File: config.mk
export PLATFORM = sky130hd
export DESIGN_NAME = win3x3_gen
export DESIGN_NICKNAME = d
export VERILOG_FILES = /design/src/rtl/win3x3_gen_pkg.sv /design/src/rtl/win_line_buf.sv /design/src/rtl/win3x3_gen.sv
export SDC_FILE = /design/constraint.sdc
export NUM_CORES = 1
export LEC_CHECK = 0
export CAP_MARGIN = 0
export CELL_PAD_IN_SITES_DETAIL_PLACEMENT = 0
export CELL_PAD_IN_SITES_GLOBAL_PLACEMENT = 1
export CORE_ASPECT_RATIO = 1.5
export CORE_MARGIN = 4
export CORE_UTILIZATION = 45
export DETAILED_ROUTE_END_ITERATION = 10
export GPL_TIMING_DRIVEN = 0
export PLACE_DENSITY_LB_ADDON = 0.1
export SETUP_SLACK_MARGIN = 0.4
export SLEW_MARGIN = 20
export SYNTH_ARGS = -nofsm -noshare
export SYNTH_HDL_FRONTEND = slang
export SYNTH_SLANG_ARGS = --single-unit
File: constraint.sdc
create_clock -name clk -period 4.2 [get_ports clk]
set_clock_uncertainty 0.15 [all_clocks]
set_input_delay 1.26 -clock clk [delete_from_list [all_inputs] [get_ports clk]]
set_output_delay 1.26 -clock clk [all_outputs]
set_load 0.005 [all_outputs]
File: src/rtl/win3x3_gen_pkg.sv
// Shared definitions for the 3x3 window generator and its consumers.
// Holds the default geometry and the window tap index used by the
// multiplier array to pick taps in row-major order.
package win3x3_gen_pkg;

  localparam int unsigned DATA_W_DEF = 8;
  localparam int unsigned IMG_W_DEF  = 32;
  localparam int unsigned IMG_H_DEF  = 32;
  localparam int unsigned CNT_W_DEF  = 6;
  localparam int unsigned NUM_TAPS   = 9;

  // Row-major tap position inside the 3x3 window (TL = oldest row/column).
  typedef enum logic [3:0] {
    TL = 4'd0,
    TM = 4'd1,
    TR = 4'd2,
    ML = 4'd3,
    MM = 4'd4,
    MR = 4'd5,
    BL = 4'd6,
    BM = 4'd7,
    BR = 4'd8
  } tap_idx_e;

endpackage

File: src/rtl/win_line_buf.sv
// One image row of pixel storage, indexed by column.
// Read-before-write: rdata_c returns the entry at addr as it was before the
// write that happens on the same rising edge.
// Ports: clk, we (write enable), addr (column), wdata (new entry),
//        rdata_c (combinational read of the current entry).
module win_line_buf #(
  parameter int unsigned DATA_W = 8,
  parameter int unsigned DEPTH  = 32,
  parameter int unsigned AW     = $clog2(DEPTH)
) (
  input  logic              clk,
  input  logic              we,
  input  logic [AW-1:0]     addr,
  input  logic [DATA_W-1:0] wdata,
  output logic [DATA_W-1:0] rdata_c
);

  logic [DATA_W-1:0] mem [DEPTH];

  assign rdata_c = mem[addr];

  // Contents are never reset; they are masked by win_valid until refilled.
  always_ff @(posedge clk) begin
    if (we) mem[addr] <= wdata;
  end

endmodule

File: src/rtl/win3x3_gen.sv
// 3x3 sliding-window generator: turns a raster pixel stream into nine taps
// per output position ("valid" convolution, no border padding).
// Ports:
//   clk, rst           rising-edge clock, synchronous active-high reset
//   pix_in/pix_valid   input pixel stream, row-major raster order
//   pix_ready          combinational: block can take a pixel this cycle
//   win0..win8         registered taps, win0 = (r-2,c-2) ... win8 = (r,c)
//   win_valid          taps hold a complete window
//   win_last           final window of the frame
//   win_ready          downstream accepts the window
module win3x3_gen
  import win3x3_gen_pkg::*;
#(
  parameter int unsigned DATA_W = DATA_W_DEF,
  parameter int unsigned IMG_W  = IMG_W_DEF,
  parameter int unsigned IMG_H  = IMG_H_DEF,
  parameter int unsigned CNT_W  = CNT_W_DEF
) (
  input  logic              clk,
  input  logic              rst,
  input  logic [DATA_W-1:0] pix_in,
  input  logic              pix_valid,
  output logic              pix_ready,
  output logic [DATA_W-1:0] win0,
  output logic [DATA_W-1:0] win1,
  output logic [DATA_W-1:0] win2,
  output logic [DATA_W-1:0] win3,
  output logic [DATA_W-1:0] win4,
  output logic [DATA_W-1:0] win5,
  output logic [DATA_W-1:0] win6,
  output logic [DATA_W-1:0] win7,
  output logic [DATA_W-1:0] win8,
  output logic              win_valid,
  output logic              win_last,
  input  logic              win_ready
);

  localparam int unsigned LB_AW = $clog2(IMG_W);

  logic [CNT_W-1:0]  row;
  logic [CNT_W-1:0]  col;
  logic [DATA_W-1:0] win_q [NUM_TAPS];
  logic [DATA_W-1:0] lb0_rd;
  logic [DATA_W-1:0] lb1_rd;
  logic              accept;
  logic              col_last;
  logic              row_last;
  logic              full_win;

  // A held window blocks intake so nothing downstream of it can change.
  assign pix_ready = !win_valid || win_ready;
  assign accept    = pix_valid && pix_ready;

  assign col_last = (col == CNT_W'(IMG_W - 1));
  assign row_last = (row == CNT_W'(IMG_H - 1));
  assign full_win = (row >= CNT_W'(2)) && (col >= CNT_W'(2));

  // lb0 holds row r-1; lb1 holds row r-2 (fed from lb0's old entry).
  win_line_buf #(
    .DATA_W (DATA_W),
    .DEPTH  (IMG_W),
    .AW     (LB_AW)
  ) u_lb0 (
    .clk     (clk),
    .we      (accept),
    .addr    (col[LB_AW-1:0]),
    .wdata   (pix_in),
    .rdata_c (lb0_rd)
  );

  win_line_buf #(
    .DATA_W (DATA_W),
    .DEPTH  (IMG_W),
    .AW     (LB_AW)
  ) u_lb1 (
    .clk     (clk),
    .we      (accept),
    .addr    (col[LB_AW-1:0]),
    .wdata   (lb0_rd),
    .rdata_c (lb1_rd)
  );

  // Raster counters, window shift register and output qualifiers.
  always_ff @(posedge clk) begin
    if (rst) begin
      row       <= '0;
      col       <= '0;
      win_valid <= 1'b0;
      win_last  <= 1'b0;
      win_q     <= '{default: '0};
    end else if (accept) begin
      if (col_last) begin
        col <= '0;
        row <= row_last ? '0 : row + CNT_W'(1);
      end else begin
        col <= col + CNT_W'(1);
      end
      // Shift left one column; the new right column comes from the buffers.
      win_q[TL] <= win_q[TM];
      win_q[TM] <= win_q[TR];
      win_q[TR] <= lb1_rd;
      win_q[ML] <= win_q[MM];
      win_q[MM] <= win_q[MR];
      win_q[MR] <= lb0_rd;
      win_q[BL] <= win_q[BM];
      win_q[BM] <= win_q[BR];
      win_q[BR] <= pix_in;
      // Columns 0..1 and rows 0..1 leave stale taps, so they stay invalid.
      win_valid <= full_win;
      win_last  <= full_win && row_last && col_last;
    end else if (win_valid && win_ready) begin
      win_valid <= 1'b0;
      win_last  <= 1'b0;
    end
  end

  assign win0 = win_q[TL];
  assign win1 = win_q[TM];
  assign win2 = win_q[TR];
  assign win3 = win_q[ML];
  assign win4 = win_q[MM];
  assign win5 = win_q[MR];
  assign win6 = win_q[BL];
  assign win7 = win_q[BM];
  assign win8 = win_q[BR];

endmodule

Word level (Yosys, flattened, before mapping)
Memory sizes are Yosys's and may differ from the RTL's. A register that Yosys moved wholly into a read port is not among the register bits.
Cells that the tools add are included.

storage, ports and cells
  flip-flop bits (word level) = 78
  RAM bits = 512
  bits of input ports = 12
  output and inout bits = 75
  word-level logic and storage cells = 38
  memories = 2

memories
  memory     words  width  rd ports  clocked after Yosys merged registers in  write ports  RTL line            source
  u_lb0.mem  32     8      1         1                                        1            win_line_buf.sv:18  logic [DATA_W-1:0] mem [DEPTH];
  u_lb1.mem  32     8      1         1                                        1            win_line_buf.sv:18

operators by class
  add/sub/neg operators = 2
  magnitude comparators = 2
  equal/unequal tests = 2
  mux-type cells = 9
  reductions and logical operators = 9

operators with widths
  kind                 number
  $add 6x1->6 const B  2
  $eq 6x5->1 const B   2
  $ge 6x2->1 const B   2
  $mux 6               2
  $mux 5               2
  $logic_and 1x1->1    5
  $mux 1               5
  $reduce_and 2->1     1
  $reduce_bool 2->1    1
  $logic_not 1->1      1
  $logic_or 1x1->1     1

Longest topological paths before layout
Gate-level depths: netlist of the first run.

  depth after elaboration = 5
  depth in mapped cells = 9
  gate-level depth less buffers = 6

Hierarchy
Synthesis of the first run repeated with hierarchy kept, for this count alone.

unflattened totals
  cells, all modules = 1533
  area total of the unflattened synthesis = 23274.8 µm²

modules (own cells, without submodules)
  module        instances  cells an instance  area an instance (µm²)  seq. area each (µm²)
  win_line_buf  2          568                10045.9                 7687.4
  win3x3_gen    1          397                3183.1                  1721.7

Worst setup path after synthesis of the first run
OpenSTA, ideal clock, no wires.

  path type = input to register
  start = input win_ready
  end = memory u_lb0.mem[4][0], enable pin
  setup time = 409 ps
  arrival = 3432 ps
  required time = 3641 ps
  setup slack = 209 ps
  cell stages on the path = 7
  cell sequence = nand2b_1 > clkbuf_1 > and2_1 > buf_2 > buf_2 > nand2_1 > nor3_1

on the way
  cells in the longest elaborated chain, start to end = 4

ends and longest elaborated chain
  what                          RTL line            source
  from (decl)                   win3x3_gen.sv:35    input logic win_ready
  $logic_or 1x1->1              win3x3_gen.sv:51    assign pix_ready = !win_valid || win_ready;
  named net pix_ready           win3x3_gen.sv:23    output logic pix_ready,
  $logic_and 1x1->1             win3x3_gen.sv:52    assign accept = pix_valid && pix_ready;
  $mux 1                        win_line_buf.sv:24  if (we) mem[addr] <= wdata;
  $mux 1 (not written as such)  win_line_buf.sv:24
  to (decl)                     win_line_buf.sv:18

The timed path passes the listed nets, and every way through them passes these cells.

Worst setup path after layout of the first run
  start = input win_ready
  end = memory u_lb1.mem[21][2], enable pin

on the way
  cells in the longest elaborated chain, start to end = 4

ends and longest elaborated chain
  what                          RTL line
  $logic_or 1x1->1              win3x3_gen.sv:51
  $logic_and 1x1->1             win3x3_gen.sv:52
  $mux 1                        win_line_buf.sv:24
  $mux 1 (not written as such)  win_line_buf.sv:24
  to (decl)                     win_line_buf.sv:18

No other way between the ends.

==> reports/qor.yml, run 1 <==
timing:
  maxSlewViolCount: 0
  worst_pin_slew_ns: 1.09
  max-slew-margin-rel_pct: 27.1
  rsz0062_at_grt: "false"
  setup_violations: 0
  hold_viol: 0
  hold_slack_ns: 0.304
  min_period_ns: 3.75
  fmax_mhz: 267
  layout_worst_path_cycle_share_pct: 89.3
power:
  internal_power_mw: 9.82
  switching_share_pct: 22.4
  leakage_nw: 8.54
  ir_drop_mv: 0.353
  sequentialPowerShare_pct: 52.9
  powerDensity_nw_per_um2: 462
  combPwrFrac_pct: 8.3
  p_switching_mw: 2.83
  clkPwrFrac_pct: 38.8
routing:
  drtIter0Drc: 1026
  routed_via_density: 5.62
  ant_nets: 0
  first_pass_iters: 7
  wire_per_inst_um: 27.5
  totalWireLength_um: 62200
  post-route-drc-count: 0
  vias: 12731
placement:
  place_area_um2: 25400
  place.gp.congestion: 0.838
  hpwl_um: 41900
  dp_cells: 2149
  port_buffers: 85
global_route:
  grt_max_degree: 34
  antenna_found_initial: 0
  overflow: 0
  grt.total_usage_pct: 22.6
  grt_pass1_vias: 12796
  grt_pass1_wl_um: 89100
synthesis:
  synth_top_family_by_area: "multiplexers"
  yosys.area.top_type_share_pct: 66.6
  syn_avg_cell_area_um2: 16.9
  synth-edff-count: 512
  muxShareOfSynthArea_pct: 12.3
  yosys.area_share.xor_xnor_pct: 0.303
  syn_area_um2: 23100
  synthCells: 1367
  syn_nets: 1385
  yosys.cell_types.count: 44
  synth-seq-area-share_pct: 74.5
  synth_flop_cell: "edfxtp_1"
  yosys-top-cells-area: "edfxtp_1, dfxtp_1, mux4_2"
  async_flop_share_pct: 0
  ys_seq_elements: 603
  yosys.area_share.simple_pct: 5.05
  synthAdderAreaFrac_pct: 0.325
  synth_compound_area_share_pct: 5.62
  ys_warn_count: 0
  yosys.area.top_type: "edfxtp_1"
worst_setup_path:
  slowest_delay_ns: 0.67
  cpMostUsedCell: "buf_2"
  worstPathRequired_ns: 4.28
  worstSetupEndpointType: "register"
  slowest_stage: "nor2_4"
  worstPathArrival_ns: 3.83
  path_cells: "clkdlybuf4s50_1 > nand2b_1 > clkbuf_4 > and2_1 > buf_2 > buf_2 > nand2_2 > nor2_4"
  critPathKind: "input port to register"
  crit_fanout: 16
  start_kind: "input port"
floorplan:
  fp.dieW_um: 193
  io_pins: 87
  initial_core_util_pct: 45.6
  die_h_um: 285
  rows: 101
  dieArea_um2: 55100
  core_area_um2: 50700
finish:
  final_cell_mix: "edfxtp_1, mux2i_1, nand2_1"
  post_route_cells_drive_above_1_share_pct: 17.8
  nNetsFinal: 1573
  layout_commonest_cell: "edfxtp_1"
  stdcell_count: 2264
  n_antenna_cell: 0
  final_area_um2: 27400
  synthToLayoutAreaGrowth_pct: 18.6
clock_tree:
  clockBufferDepth: 3
  clockRootBuffer: "clkbuf_16"
  cts_sinks: 603
  cts_tree: "built"
  clk_pin_slew_ns: 0.06
  cts_hold_buffers: 0
  numCtsBuffers: 55
  htree_levels: 2
  clkLatencyLatePin_ns: 0.61
flow_run:
  drv_cap: 0
status:
  status: "finished clean"
hold_path:
  hold_path.class: "register to register"
==> final timing paths <==
| path | from | end | slack, ns | cells after the start |
|---|---|---|---|---|
| max reg2reg | col[3] | u_lb0.mem[27][4] | 0.84 | 4 |
| min | win3[5] | win3[5] | 0.30 | 2 |
| min reg2reg | win3[5] | win3[5] | 0.30 | 2 |
| max | win_ready | u_lb1.mem[21][2] | 0.45 | 8 |
==> metrics by stage <==
step | power (mW) | utilization [%] | setup WS, ns | setup TNS (ns)
final | 12.7 | 54.1 | 0.451 | 0
after global routing | 13.1 | 54.1 | 0.422 | 0
after CTS | 12.8 | 54.0 | 0.427 | 0
after detailed placement | 7.88 | 50.1 | -0.517 | -146.51
after global placement | 7.79 | 48.9 | -1.33 | -625.97
after floorplan | 7.35 | - | 0.680 | 0
==> kinds of logic (layout without fill, tap and decap cells) <==
| kind of cell | after synthesis | after routing |
|---|---|---|
| AO/OA/AOI/OAI | 204 | 204 |
| AND/OR/NAND/NOR | 252 | 252 |
| multiplexers | 203 | 203 |
| buffers and inverters | 91 | 319 |
| adder cells (fa/ha/maj) | 6 | 6 |
| XOR/XNOR | 8 | 8 |
| flip-flops | 603 | 603 |
==> routing by layer <==
metal  track usage (%)  vias up  routed length [um]
li1                  -     5711                   -
met1              27.2     6591               23500
met3              3.09      102                2730
met4              8.47        0                2530
met5                 0        -                   0
met2              41.2      327               33500
==> worst max-delay path: cells and delay by family <==
| family | cells | cell delay (ns) |
|---|---|---|
| AND/OR/NAND/NOR | 4 | 1.22 |
| buffers and inverters | 4 | 1.31 |
==> Yosys cell counts, types with 5 or more instances <==
library cell	n
nor2_1	51
edfxtp_1	512
nand2_1	133
buf_2	14
dfxtp_1	91
buf_6	5
buf_1	6
nand2b_1	5
a21oi_1	100
xnor2_1	6
clkbuf_1	44
a211oi_1	7
nor3_1	17
nor2b_1	6
mux2i_1	139
ha_1	6
mux4_2	64
nor4_2	8
a22o_1	10
nor4_1	5
inv_1	5
buf_4	16
a22oi_1	75
==> final cells by class <==
class,count,area [um2]
plain buffers,85,438
repair buffers,131,1440
fillers,4065,23300
well taps,669,837
flip-flops and latches,603,17200
clock buffers,62,1410
clock inverters,35,319
inverters,6,22.5
multi-input cells,673,5730
==> registers in the layout (all words and copies together), names as in the netlist, 6 cells and up, named ones only <==
name / count
win0: 8
win5: 8
win2: 8
win3: 8
u_lb1.mem: 256
win7: 8
win4: 8
row: 6
col: 6
win6: 8
win1: 8
win8: 8
u_lb0.mem: 256
==> power by group through the flow <==
stage               combinational, mW  clock (mW)  sequential (mW)
detailed placement               1.06           0             6.82
global route                     1.12        5.26             6.69
global placement                0.960           0             6.83
finish                           1.05        4.91             6.69
CTS                              1.06        5.01             6.69
floorplan                       0.531           0             6.82
==> repair_timing <==
action	CTS	global route
pin swaps	11	1
buffers inserted	17	1
endpoints found under the setup margin	322	27
resized for setup	7	1
No activity file was read; power rests on OpenSTA's default activity.
==> inputs of run 2 (changes only) <==
--- a/config.mk
+++ b/config.mk
@@ -5,16 +5,17 @@
 export SDC_FILE = /design/constraint.sdc
 export NUM_CORES = 1
 export LEC_CHECK = 0
-export CAP_MARGIN = 0
+export CAP_MARGIN = 20
 export CELL_PAD_IN_SITES_DETAIL_PLACEMENT = 0
 export CELL_PAD_IN_SITES_GLOBAL_PLACEMENT = 1
-export CORE_ASPECT_RATIO = 1.5
+export CORE_ASPECT_RATIO = 0.9
 export CORE_MARGIN = 4
 export CORE_UTILIZATION = 45
 export DETAILED_ROUTE_END_ITERATION = 10
 export GPL_TIMING_DRIVEN = 0
 export PLACE_DENSITY_LB_ADDON = 0.1
 export SETUP_SLACK_MARGIN = 0.4
+export SKIP_LAST_GASP = 1
 export SLEW_MARGIN = 20
 export SYNTH_ARGS = -nofsm -noshare
 export SYNTH_HDL_FRONTEND = slang
==> reports/qor.yml, run 2 (same netlist as run 1, synthesis figures left out) <==
worst_setup_path:
  path_buf_inv: 5  # was 4
  critPathKind: "input port to register"  # unchanged
  path_cells: "clkdlybuf4s50_1 > nand2b_1 > clkbuf_4 > and2_1 > buf_2 > buf_2 > nand2_1 > nor2_2 > buf_6"  # was clkdlybuf4s50_1 > nand2b_1 > clkbuf_4 > and2_1 > buf_2 > buf_2 > nand2_2 > nor2_4
  worst_r2r_startpoint: "col[3]"  # unchanged
  crit_family: "buffers and inverters"  # unchanged
  start_kind: "input port"  # unchanged
  cpMostUsedCell: "buf_2"  # unchanged
  worstPathArrival_ns: 3.94  # was 3.83 ns
  rrSetupSlack_ns: 0.70  # was 0.84 ns
  crit_fanout: 10  # was 16
  timing.rr.end: "u_lb0.mem[27][1]"  # was u_lb0.mem[27][4]
  worstPathRequired_ns: 4.37  # was 4.28 ns
  slowest_stage: "nor2_2"  # was nor2_4
  rr_worst_depth: 4  # unchanged
  worst-path-stages: 9  # was 8
  worstSetupEndpointType: "register"  # unchanged
  slowest_delay_ns: 0.59  # was 0.67 ns
global_route:
  grt_max_degree: 34  # unchanged
  grt_pass1_wl_um: 88100  # was 89100 um
  grt_pass1_vias: 12643  # was 12796
  overflow: 0  # unchanged
  grt.total_usage_pct: 22.0  # was 22.6%
  antenna_found_initial: 0  # unchanged
hold_path:
  hold_depth: 2  # unchanged
  hold_path.class: "register to register"  # unchanged
  hp-start: "win6[5]"  # was win3[5]
  hold_end: "win6[5]"  # was win3[5]
finish:
  stdcell_count: 2291  # was 2264
  final_util_pct: 54.7  # was 54.1%
  register_area_um2: 17200  # unchanged
  final_area_um2: 27600  # was 27400 um2
  final_cell_mix: "edfxtp_1, mux2i_1, nand2_1"  # unchanged
  fill_cells: 4041  # was 4065
  layout_commonest_cell: "edfxtp_1"  # unchanged
  synthToLayoutAreaGrowth_pct: 19.7  # was 18.6%
  top_regs: "u_lb0.mem x256, u_lb1.mem x256"  # unchanged
  multiInputGateArea_um2: 5720  # was 5730 um2
  nNetsFinal: 1580  # was 1573
  post_route_cells_drive_above_1_share_pct: 18.1  # was 17.8%
routing:
  routed_via_density: 5.64  # was 5.62
  wire_per_inst_um: 26.4  # was 27.5 um
  first_pass_iters: 5  # was 7
  ant_nets: 0  # unchanged
  vias: 12921  # was 12731
  drtIter0Drc: 1290  # was 1026
  totalWireLength_um: 60600  # was 62200 um
  post-route-drc-count: 0  # unchanged
clock_tree:
  cts_hold_buffers: 0  # unchanged
  numCtsBuffers: 61  # was 55
  clk_pin_slew_ns: 0.06  # about the same
  clkLatencyLatePin_ns: 0.62  # was 0.61 ns
  cts_sinks: 603  # unchanged
  cts_tree: "built"  # unchanged
  clockBufferDepth: 3  # unchanged
  htree_levels: 2  # unchanged
  clockRootBuffer: "clkbuf_16"  # unchanged
placement:
  dp_cells: 2162  # was 2149
  port_buffers: 85  # unchanged
  hpwl_um: 40000  # was 41900 um
  place_area_um2: 25400  # about the same
  place_worst_setup_slack_ns: -0.533  # was -0.517 ns
  place.gp.congestion: 0.826  # was 0.838
floorplan:
  die_h_um: 223  # was 285 um
  io_pins: 87  # unchanged
  core_area_um2: 50600  # was 50700 um2
  rows: 78  # was 101
  initial_core_util_pct: 45.7  # was 45.6%
  dieArea_um2: 55000  # was 55100 um2
  fp.dieW_um: 247  # was 193 um
timing:
  min_period_ns: 3.77  # was 3.75 ns
  max-slew-margin-rel_pct: 32.6  # was 27.1%
  hold_viol: 0  # unchanged
  setup_violations: 0  # unchanged
  maxSlewViolCount: 0  # unchanged
  layout_worst_path_cycle_share_pct: 89.8  # was 89.3%
  hold_slack_ns: 0.301  # was 0.304 ns
  fin_setup_tns_ns: 0  # unchanged
  worst_pin_slew_ns: 1.01  # was 1.09 ns
  fmax_mhz: 265  # was 267 MHz
  rsz0062_at_grt: "true"  # was false
  fin_ws_ns: 0.430  # was 0.451 ns
power:
  ir_drop_mv: 0.368  # was 0.353 mV
  leakage_nw: 8.65  # was 8.54 nW
  powerDensity_nw_per_um2: 474  # was 462 nW/um2
  total_power_mw: 13.1  # was 12.7 mW
flow_run:
  drv_cap: 0  # unchanged
status:
  status: "finished clean"  # unchanged
## run 2: changes by cell type in the layout (fill, tap and decap cells not counted), sizes merged
| cell | before | now |
|---|---|---|
| clkbuf | 106 | 125 |
| clkinvlp | 2 | 3 |
| diode | 0 | 1 |
| clkinv | 26 | 21 |
| buf | 95 | 96 |
| bufinv | 6 | 5 |
## run 2: worst reg2reg max path, stage by stage (launching register included)
cell      delay, ns
dfxtp_1        0.49
clkbuf_1       0.68
clkbuf_1       0.63
nand3b_1       0.49
nor2_4         0.69
## run 2: timing repair
item | in CTS | in global routing
setup endpoints to repair | 300 | 217
endpoints found under the hold margin | 0 | 0
setup buffers | 7 | 10
pin swaps | 4 | 5
resized for setup | 4 | 5
## run 2: cell type report
type | count | area share, %
plain buffers | 85 | 1.58
repair buffers | 132 | 5.21
clock inverters | 30 | 0.991
inverters | 6 | 0.0815
well taps | 680 | 3.08
flip-flops and latches | 603 | 62.2
clock buffers | 81 | 6.16
diodes | 1 | 0.00905
multi-input cells | 673 | 20.7
## run 2: report_power, final
group	switching, mW	leakage, nW	internal (mW)
Combinational	0.649	2.34	0.396
Sequential	0.0398	5.35	6.65
Clock	2.22	0.970	3.13
Total	2.91	8.65	10.2
## run 2: worst max-delay path by stage
stage / from / end / slack [ns]
floorplan: win_ready / u_lb0.mem[12][0] / 0.68
global placement: win_ready / u_lb0.mem[22][1] / -1.32
detailed placement: win_ready / u_lb0.mem[1][2] / -0.53
CTS: win_ready / u_lb0.mem[18][1] / 0.33
global route: win_ready / u_lb0.mem[16][0] / 0.32
finish: win_ready / u_lb0.mem[16][0] / 0.43
## run 2: layer usage
metal,GRT usage [%],share of wire [%]
met4,4.56,1.7
met3,4.81,8.1
met5,0,0
met2,33.0,45
met1,33.4,45
